$ cat src/rtl/rtc_pkg.sv
// rtl/rtc_pkg.sv - shared constants, types and helpers for the RTC parameter reader
//
// Contents:
//   ADDR_*        RTC register addresses of the nine parameters
//   idx_t         read-order index (IDX_S..IDX_HT)
//   bus_phase_t   bus transaction FSM states
//   sweep_state_t sweep control FSM states
//   BUS_IDLE_*    bus levels while no transaction is active
//   param_addr()  index -> RTC register address
package rtc_pkg;

  localparam logic [7:0] ADDR_S  = 8'h21;
  localparam logic [7:0] ADDR_M  = 8'h22;
  localparam logic [7:0] ADDR_H  = 8'h23;
  localparam logic [7:0] ADDR_D  = 8'h24;
  localparam logic [7:0] ADDR_ME = 8'h25;
  localparam logic [7:0] ADDR_A  = 8'h26;
  localparam logic [7:0] ADDR_ST = 8'h41;
  localparam logic [7:0] ADDR_MT = 8'h42;
  localparam logic [7:0] ADDR_HT = 8'h43;

  localparam int NUM_PARAMS = 9;

  typedef enum logic [3:0] {
    IDX_S  = 4'd0,
    IDX_M  = 4'd1,
    IDX_H  = 4'd2,
    IDX_D  = 4'd3,
    IDX_ME = 4'd4,
    IDX_A  = 4'd5,
    IDX_ST = 4'd6,
    IDX_MT = 4'd7,
    IDX_HT = 4'd8
  } idx_t;

  typedef enum logic [2:0] {
    PH_IDLE,
    PH_ADDR,
    PH_GAP1,
    PH_READ,
    PH_GAP2
  } bus_phase_t;

  typedef enum logic [1:0] {
    SW_IDLE,
    SW_RUN,
    SW_COMMIT
  } sweep_state_t;

  localparam logic       BUS_IDLE_CS_N   = 1'b1;
  localparam logic       BUS_IDLE_RD_N   = 1'b1;
  localparam logic       BUS_IDLE_WR_N   = 1'b1;
  localparam logic       BUS_IDLE_AD_OE  = 1'b0;
  localparam logic       BUS_IDLE_A_D    = 1'b1;
  localparam logic [7:0] BUS_IDLE_AD_OUT = 8'h00;

  function automatic logic [7:0] param_addr(input logic [3:0] idx);
    logic [7:0] a;
    case (idx)
      IDX_S:   a = ADDR_S;
      IDX_M:   a = ADDR_M;
      IDX_H:   a = ADDR_H;
      IDX_D:   a = ADDR_D;
      IDX_ME:  a = ADDR_ME;
      IDX_A:   a = ADDR_A;
      IDX_ST:  a = ADDR_ST;
      IDX_MT:  a = ADDR_MT;
      IDX_HT:  a = ADDR_HT;
      default: a = ADDR_S;
    endcase
    return a;
  endfunction

endpackage

$ cat src/rtl/rtc_bus_read_cycle.sv
// rtl/rtc_bus_read_cycle.sv - one ADDR/GAP1/READ/GAP2 read transaction on the RTC bus
//
// Ports:
//   clk, rst          clock, synchronous active-low reset
//   go, addr          start a transaction for addr (accepted when idle or on the
//                     final GAP2 cycle, which chains transactions back to back)
//   ack               high on the final GAP2 cycle; data is valid then
//   data              byte captured on the final READ cycle
//   ad_in             data bus from the RTC
//   ad_out, ad_oe,
//   a_d, cs_n,
//   rd_n, wr_n        bus drive and strobes
module rtc_bus_read_cycle
  import rtc_pkg::*;
#(
  parameter int T_PHASE = 4
) (
  input  logic       clk,
  input  logic       rst,
  input  logic       go,
  input  logic [7:0] addr,
  output logic       ack,
  output logic [7:0] data,
  input  logic [7:0] ad_in,
  output logic [7:0] ad_out,
  output logic       ad_oe,
  output logic       a_d,
  output logic       cs_n,
  output logic       rd_n,
  output logic       wr_n
);

  localparam int CNT_W = (T_PHASE > 1) ? $clog2(T_PHASE) : 1;
  localparam logic [CNT_W-1:0] CNT_LAST = CNT_W'(T_PHASE - 1);

  bus_phase_t       phase, phase_next;
  logic [CNT_W-1:0] phase_cnt;
  logic             phase_last;
  logic             go_accept;
  logic [7:0]       addr_q;
  logic [7:0]       data_q;

  assign phase_last = (phase_cnt == CNT_LAST);
  assign data       = data_q;

  always_ff @(posedge clk) begin
    if (!rst) begin
      phase     <= PH_IDLE;
      phase_cnt <= '0;
      addr_q    <= '0;
      data_q    <= '0;
    end else begin
      phase     <= phase_next;
      // Every phase restarts the count; idle parks it at zero.
      phase_cnt <= (phase == PH_IDLE || phase_last) ? '0 : phase_cnt + CNT_W'(1);
      if (go_accept) addr_q <= addr;
      if (phase == PH_READ && phase_last) data_q <= ad_in;
    end
  end

  always_comb begin
    phase_next = phase;
    go_accept  = 1'b0;
    ack        = 1'b0;
    ad_out     = BUS_IDLE_AD_OUT;
    ad_oe      = BUS_IDLE_AD_OE;
    a_d        = BUS_IDLE_A_D;
    cs_n       = BUS_IDLE_CS_N;
    rd_n       = BUS_IDLE_RD_N;
    wr_n       = BUS_IDLE_WR_N;
    case (phase)
      PH_IDLE: begin
        if (go) begin
          go_accept  = 1'b1;
          phase_next = PH_ADDR;
        end
      end
      PH_ADDR: begin
        cs_n   = 1'b0;
        wr_n   = 1'b0;
        a_d    = 1'b0;
        ad_oe  = 1'b1;
        ad_out = addr_q;
        if (phase_last) phase_next = PH_GAP1;
      end
      PH_GAP1: begin
        // Address stays on the lines so the RTC latch sees a clean hold time.
        ad_out = addr_q;
        if (phase_last) phase_next = PH_READ;
      end
      PH_READ: begin
        cs_n = 1'b0;
        rd_n = 1'b0;
        a_d  = 1'b1;
        if (phase_last) phase_next = PH_GAP2;
      end
      PH_GAP2: begin
        if (phase_last) begin
          ack = 1'b1;
          if (go) begin
            go_accept  = 1'b1;
            phase_next = PH_ADDR;
          end else begin
            phase_next = PH_IDLE;
          end
        end
      end
      default: phase_next = PH_IDLE;
    endcase
  end

endmodule

$ cat src/rtl/rtc_param_reader.sv
// rtl/rtc_param_reader.sv - reads the nine RTC parameters and commits them atomically
//
// Optional feature macro: RD_AUTO_REFRESH_EN (periodic internal start every
// REFRESH_CYCLES clocks, ORed with the external start).
//
// Ports:
//   clk, rst            clock, synchronous active-low reset
//   start               request a full read sweep (honoured only when idle)
//   busy, done          sweep in progress / one-cycle commit pulse
//   ad_in               data bus from the RTC
//   ad_out, ad_oe, a_d,
//   cs_n, rd_n, wr_n    RTC bus drive and strobes
//   s, m, h, d, me, a   clock/date BCD values
//   st, mt, ht          timer BCD values
module rtc_param_reader
  import rtc_pkg::*;
#(
  parameter int T_PHASE        = 4,
  parameter int REFRESH_CYCLES = 100000
) (
  input  logic       clk,
  input  logic       rst,
  input  logic       start,
  output logic       busy,
  output logic       done,
  input  logic [7:0] ad_in,
  output logic [7:0] ad_out,
  output logic       ad_oe,
  output logic       a_d,
  output logic       cs_n,
  output logic       rd_n,
  output logic       wr_n,
  output logic [7:0] s,
  output logic [7:0] m,
  output logic [7:0] h,
  output logic [7:0] d,
  output logic [7:0] me,
  output logic [7:0] a,
  output logic [7:0] st,
  output logic [7:0] mt,
  output logic [7:0] ht
);

  sweep_state_t sweep, sweep_next;
  logic [3:0]   idx, next_idx;
  logic         go, ack, start_req, last_ack;
  logic [7:0]   rd_data;
  logic [7:0]   shadow      [NUM_PARAMS];
  logic [7:0]   shadow_next [NUM_PARAMS];

`ifdef RD_AUTO_REFRESH_EN
  logic [31:0] ref_cnt;
  logic        refresh_tick;

  // Free-running: a tick while busy is simply lost because start_req is
  // only looked at in SW_IDLE.
  assign refresh_tick = (ref_cnt == 32'(REFRESH_CYCLES - 1));

  always_ff @(posedge clk) begin
    if (!rst) ref_cnt <= '0;
    else      ref_cnt <= refresh_tick ? '0 : ref_cnt + 32'd1;
  end

  assign start_req = start | refresh_tick;
`else
  assign start_req = start;
`endif

  rtc_bus_read_cycle #(
    .T_PHASE(T_PHASE)
  ) u_cycle (
    .clk   (clk),
    .rst   (rst),
    .go    (go),
    .addr  (param_addr(next_idx)),
    .ack   (ack),
    .data  (rd_data),
    .ad_in (ad_in),
    .ad_out(ad_out),
    .ad_oe (ad_oe),
    .a_d   (a_d),
    .cs_n  (cs_n),
    .rd_n  (rd_n),
    .wr_n  (wr_n)
  );

  assign busy     = (sweep != SW_IDLE);
  assign done     = (sweep == SW_COMMIT);
  assign last_ack = (sweep == SW_RUN) && ack && (idx == 4'(IDX_HT));

  always_comb begin
    sweep_next = sweep;
    go         = 1'b0;
    next_idx   = idx + 4'd1;
    case (sweep)
      SW_IDLE: begin
        next_idx = 4'(IDX_S);
        if (start_req) begin
          go         = 1'b1;
          sweep_next = SW_RUN;
        end
      end
      SW_RUN: begin
        if (ack) begin
          if (idx == 4'(IDX_HT)) sweep_next = SW_COMMIT;
          else                   go         = 1'b1;
        end
      end
      SW_COMMIT: sweep_next = SW_IDLE;
      default:   sweep_next = SW_IDLE;
    endcase
  end

  always_comb begin
    for (int i = 0; i < NUM_PARAMS; i++) shadow_next[i] = shadow[i];
    if (ack) shadow_next[idx] = rd_data;
  end

  always_ff @(posedge clk) begin
    if (!rst) begin
      sweep <= SW_IDLE;
      idx   <= '0;
      for (int i = 0; i < NUM_PARAMS; i++) shadow[i] <= '0;
      {s, m, h, d, me, a, st, mt, ht} <= '0;
    end else begin
      sweep <= sweep_next;
      if (go)  idx <= next_idx;
      if (ack) begin
        for (int i = 0; i < NUM_PARAMS; i++) shadow[i] <= shadow_next[i];
      end
      // Outputs are loaded on the edge into SW_COMMIT so they are already
      // valid while done is high; shadow_next folds in the final byte.
      if (last_ack) begin
        s  <= shadow_next[IDX_S];
        m  <= shadow_next[IDX_M];
        h  <= shadow_next[IDX_H];
        d  <= shadow_next[IDX_D];
        me <= shadow_next[IDX_ME];
        a  <= shadow_next[IDX_A];
        st <= shadow_next[IDX_ST];
        mt <= shadow_next[IDX_MT];
        ht <= shadow_next[IDX_HT];
      end
    end
  end

endmodule

$ cat config.mk
export PLATFORM = sky130hd
export DESIGN_NAME = rtc_param_reader
export DESIGN_NICKNAME = d
export VERILOG_FILES = /design/src/rtl/rtc_pkg.sv /design/src/rtl/rtc_bus_read_cycle.sv /design/src/rtl/rtc_param_reader.sv
export SDC_FILE = /design/constraint.sdc
export NUM_CORES = 1
export LEC_CHECK = 0
export ABC_AREA = 0
export CORE_MARGIN = 4
export CORE_UTILIZATION = 39
export DETAILED_ROUTE_END_ITERATION = 8
export PLACE_DENSITY = 0.72
export SETUP_SLACK_MARGIN = 0.2
export SYNTH_ARGS = -nofsm -noshare
export SYNTH_HDL_FRONTEND = slang
export SYNTH_SLANG_ARGS = --single-unit
export TNS_END_PERCENT = 100
$ cat constraint.sdc
create_clock -name clk -period 3.5 [get_ports clk]
set_input_delay 0.525 -clock clk [delete_from_list [all_inputs] [get_ports clk]]
set_output_delay 0.525 -clock clk [all_outputs]
set_load 0.005 [all_outputs]
Word-level counts from Yosys, hierarchy flattened --
Memories as Yosys holds them, arrays and structs flattened. A register that Yosys moved wholly into a read port is not among the register bits. Cells that the tools add are included.
Storage, ports and cells: output and inout bits 87, memories 2, flip-flop bits (word level) 99, memory bits (read-only) 80, memory bits (writable) 72
Operators by class: reductions and logical operators 14, bitwise logic cells 11, add/sub/neg operators 2, mux-type cells 43, equal/unequal tests 16, order comparisons 2
Memory list:
- (name not given) | words 16, bits a word 5, rd ports 1, clocked after memory_dff 1, write ports 0, line rtc_pkg.sv:59 | case (idx)
- shadow | words 9, bits a word 8, rd ports 9, clocked after memory_dff 0, write ports 9, line rtc_param_reader.sv:48 | logic [7:0] shadow [NUM_PARAMS];
Operators with widths (number):
- $mux 8 | 11
- $bwmux 72 | 1
- $mux 72 | 1
- $demux 8 s4 | 1
- $mux 1 | 16
- $mux 3 | 5
- $pmux 3 s5 | 1
- $ne 2x1->1 const B | 5
- $or 1x1->1 | 9
- $eq 3x2->1 const B | 2
- $mux 2 | 3
- $ne 2x2->1 const B | 3
- $reduce_or 2->1 | 3
- $ge 5x5->1 const B | 1
- $lt 5x1->1 const B | 1
- $not 4->5 | 1
- $reduce_and 5->1 | 1
- $add 4x1->4 const B | 1
- $eq 2x2->1 const B | 2
- $eq 4x4->1 const B | 1
- $logic_and 1x1->1 | 4
- $mux 4 | 1
- $pmux 1 s2 | 2
- $pmux 2 s2 | 1
- 11 further kinds | 11

Longest topological paths before layout --
word-level depth 8, depth in mapped cells 8

Modules after synthesis --
From an unflattened synthesis, not the netlist that was laid out.
Second synthesis, totals: cells, all modules 668, area, all modules 7194.4 µm²
Modules (own cells, without submodules):
- rtc_param_reader | instances 1, area an instance 6178.4 µm², cells each 553
- rtc_bus_read_cycle | instances 1, area an instance 1016.0 µm², cells each 115

Least setup slack after synthesis --
OpenSTA, ideal clock, no wires.
path kind in2reg, from input port rst, to memory shadow[0][0], enable pin, setup time 0.692 ns, cell stages on the path 3, setup slack 0.655 ns, path buffers 2, required time 2.808 ns, arrival 2.153 ns, cells stage by stage clkbuf_1 -> clkbuf_1 -> nand2_1
RTL lines:
- start: declaration | line rtc_param_reader.sv:22 | input logic rst,
- end: declaration | line rtc_param_reader.sv:48

Worst setup path after layout --
from register u_cycle.phase[1], to output port ad_out[0]
Between the ends: word-level cells in the longest chain between the ends 3, elaborated cells between the ends (all ways) 4, those cells by class eq/ne (2); mux (1); reduce/logical (1)
Ends and longest elaborated chain:
- start: declaration | line rtc_bus_read_cycle.sv:36 | bus_phase_t phase, phase_next;
- start signal: assignment | line rtc_bus_read_cycle.sv:53 | phase <= phase_next;
- $eq 3x1->1 / $eq 3x2->1 (equally long branches) | line rtc_bus_read_cycle.sv:71 | case (phase)
- $reduce_or 2->1 (no line) *
- $mux 8 * | line rtc_bus_read_cycle.sv:71
- end: declaration | line rtc_param_reader.sv:27 | output logic [7:0] ad_out,
Every way passes the cells marked *; elsewhere a longest branch is shown, timed or not.

==> reports/metrics.yaml <==
run_status:
  status: "completed"
drt:
  routed_wl_mm: 15.4
  avgViaCountPerCell: 5.05
  drtIter0Drc: 407
  final_antenna_net_count: 0
  via_count: 4733
  first_pass_iters: 4
  wl_per_cell_um: 16.5
  drcViolationCount: 0
logic_synthesis:
  ys_warn_count: 0
  synth_area_leader_cell: "dfxtp_1"
  synth_top_family_by_area: "compound AO/OA/AOI/OAI gates"
  synthSimpleGateAreaFrac_pct: 12.9
  synth-xor-area-share_pct: 0.392
  ys.flop_type: "dfxtp_1"
  synth_area_um2: 6700
  syn_area_per_cell_um2: 10.5
  muxShareOfSynthArea_pct: 9.90
  synth_compound_area_share_pct: 13.5
  yosysSeqAreaShare_pct: 57.4
  ys_async_sr_fraction_pct: 0
  synth_edf_count: 64
  yosys.area_share.adder_pct: 1.31
  synth_cell_types: 52
  synthTopCellsByArea: "dfxtp_1 (29%), edfxtp_1 (29%), mux2i_1 (9.6%)"
  synth_top_cell_area_share_pct: 28.7
  synthCells: 636
  ys_ff_latch: 160
sta:
  final.setup.tns_ps: 0
  worst_clock_skew_ps: 7.20
  period_share_pct: 69.7
  max_freq_mhz: 410
  setup_viol: 0
  slew_headroom_pct: 41.2
  grt_setup_unrepaired: "false"
  hold_viol: 0
  fin_ws_ps: 1060
  worst_slew_pin_slew_ps: 879
  finalMaxSlewViolations: 0
  finalCriticalPeriod_ps: 2440
clock_network:
  insertion_delay_ps: 430
  cts_setup_buffers: 0
  cts_resized: 0
  numCtsBuffers: 17
  cts-root-buf: "clkbuf_16"
  htree_levels: 4
  cts_tree: "built"
  path_clk_slew_ps: 60
  postCtsHoldBufs: 0
  cts_sinks: 160
  cts_buffer_depth: 2
setup_path:
  slowest_delay_ps: 520
  crit_type: "reg2out"
  cp-start-kind: "flop"
  timing.rr.end: "shadow[0][16]"
  reg2reg_depth: 6
  r2r-start: "u_cycle.phase_cnt[0]"
  worstPathMaxFanout: 9
  cpMaxStageDelayCell: "dfxtp_1"
  crit_start: "u_cycle.phase[1]"
  cp.required_ps: 2970
  cp-end-kind: "primary output"
  cp-endpoint: "ad_out[0]"
  path_cells: "xnor2_1 -> nor2_1 -> and2_1 -> clkdlybuf4s50_1"
  arrival_ps: 1920
  rrSetupSlack_ps: 1120
global_routing:
  overflow: 0
  grt_pass1_wl_mm: 24.7
  grt_max_degree: 101
  grt_pass1_vias: 4544
  grt_usage_pct: 16.1
  antenna_found_initial: 0
final_layout:
  synthToLayoutAreaGrowth_pct: 24.1
  diodes: 0
  n_fill_cell: 1551
  drive_gt1_share_pct: 8.64
  finalNetCount: 723
placement:
  port_buffers: 94
  dp_hpwl_mm: 9.83
  dpl_worst_slack_ps: 1140
  place_congestion: 0.818
power_and_ir_drop:
  leakagePower_nw: 3.36
  vdd_ir_drop_max_v: 0.000389
  p_per_area_nw_per_um2: 474
die:
  die-area_um2: 19300
  start_util_pct: 40.1
  die_y_um: 139
  row_count: 47
  io-pin-count: 98
  dieWidth_um: 139
  fp.coreArea_um2: 16700
flow_run:
  maxCapViolCount: 0
worst_hold_path:
  hp-class: "reg2reg"
layout by cell type (no fill, tap or decap), drive strengths merged, types with 2 or more instances in the layout:
cell / count
a211oi: 2
a21oi: 84
a32oi: 2
and2: 5
buf: 10
bufinv: 2
clkbuf: 20
clkdlybuf4s50: 93
clkinv: 6
clkinvlp: 3
conb: 3
dfxtp: 96
edfxtp: 64
ha: 7
inv: 9
mux2: 2
mux2i: 64
nand2: 46
nand2b: 4
nand3: 13
nand3b: 3
nor2: 72
nor2b: 6
nor3: 8
nor4: 2
o21a: 2
o21ai: 69
o22ai: 2
o31ai: 3
or2: 3
xnor2: 2
layer usage:
layer,track usage (%),routed length (µm)
met1,22.0,7370
met2,25.1,7180
met3,4.24,695
met4,5.10,186
met5,0,0
metrics by stage:
stage	power (mW)	std cells	instance area, µm²	hold WS, ps	util [%]
5_1_grt	4.07	938	8320	457	49.8
2_1_floorplan	2.11	638	6710	407	-
3_3_place_gp	2.15	906	7720	414	46.3
4_1_cts	3.97	938	8320	438	49.8
6_report	3.94	938	8320	439	49.8
3_5_place_dp	2.15	906	7720	429	46.3
worst min-delay path by stage:
| stage | to | cells after the start | startpoint |
|---|---|---|---|
| global route | u_cycle.phase_cnt[0] | 1 | u_cycle.phase_cnt[0] |
| global placement | u_cycle.phase_cnt[0] | 1 | u_cycle.phase_cnt[0] |
| finish | u_cycle.phase_cnt[0] | 1 | u_cycle.phase_cnt[0] |
| detailed placement | u_cycle.phase_cnt[0] | 1 | u_cycle.phase_cnt[0] |
| floorplan | u_cycle.phase_cnt[0] | 1 | u_cycle.phase_cnt[0] |
| CTS | u_cycle.phase_cnt[0] | 1 | u_cycle.phase_cnt[0] |
kinds of logic after synthesis:
kind of cell / count (synthesis)
xor gates and xnor gates: 3
AOI/OAI and AO/OA: 170
other: 1
buffers and inverters: 63
DFF: 160
and+or+nand+nor: 166
adders and majority gates: 7
muxes: 66
final cells by class:
cell class / count / area (µm²) / share of cell area [%]
clock buffer: 20 / 457 / 5.49
clock inverter: 12 / 134 / 1.61
inverter: 8 / 30.0 / 0.361
multi-input combinational: 415 / 2560 / 30.8
sequential: 160 / 3840 / 46.2
tap: 220 / 275 / 3.31
timing repair buffer: 103 / 1020 / 12.2
critical path, delay by kind of cell (launching register included):
kind / cells / cell delay [ps]
simple gates: 2 / 370
xor+xnor: 1 / 110
buf+inv: 1 / 490
flops: 1 / 520
sequential cells by signal (all words and copies together) (netlist names), 3 cells and up:
name	cells
shadow	64
u_cycle.phase	3
mt	8
idx	4
m	8
st	8
me	8
h	8
u_cycle.addr_q	5
a	8
u_cycle.data	8
d	8
s	8
ht	8
Yosys cell counts (all sizes together) (2+ instances only):
cell type and count:
dfxtp 96, a21oi 84, nor2 72, o21ai 69, edfxtp 64, mux2i 64, nand2 46, clkbuf 28
buf 27, nand3 13, nor3 8, ha 7, inv 7, nor2b 6, and2 5, nand2b 4
nand3b 3, o31ai 3, or2 3, a211oi 2, a32oi 2, mux2 2, nor4 2, o21a 2
o22ai 2, xnor2 2
where the power goes:
group | total (mW) | internal, mW | leakage [nW] | switching (mW)
clock network | 1.83 | 1.09 | 0.283 | 0.737
registers | 1.98 | 1.97 | 1.43 | 0.0136
logic | 0.133 | 0.0545 | 1.64 | 0.0784
total | 3.94 | 3.11 | 3.36 | 0.829
(Power assumes the default switching activity.)
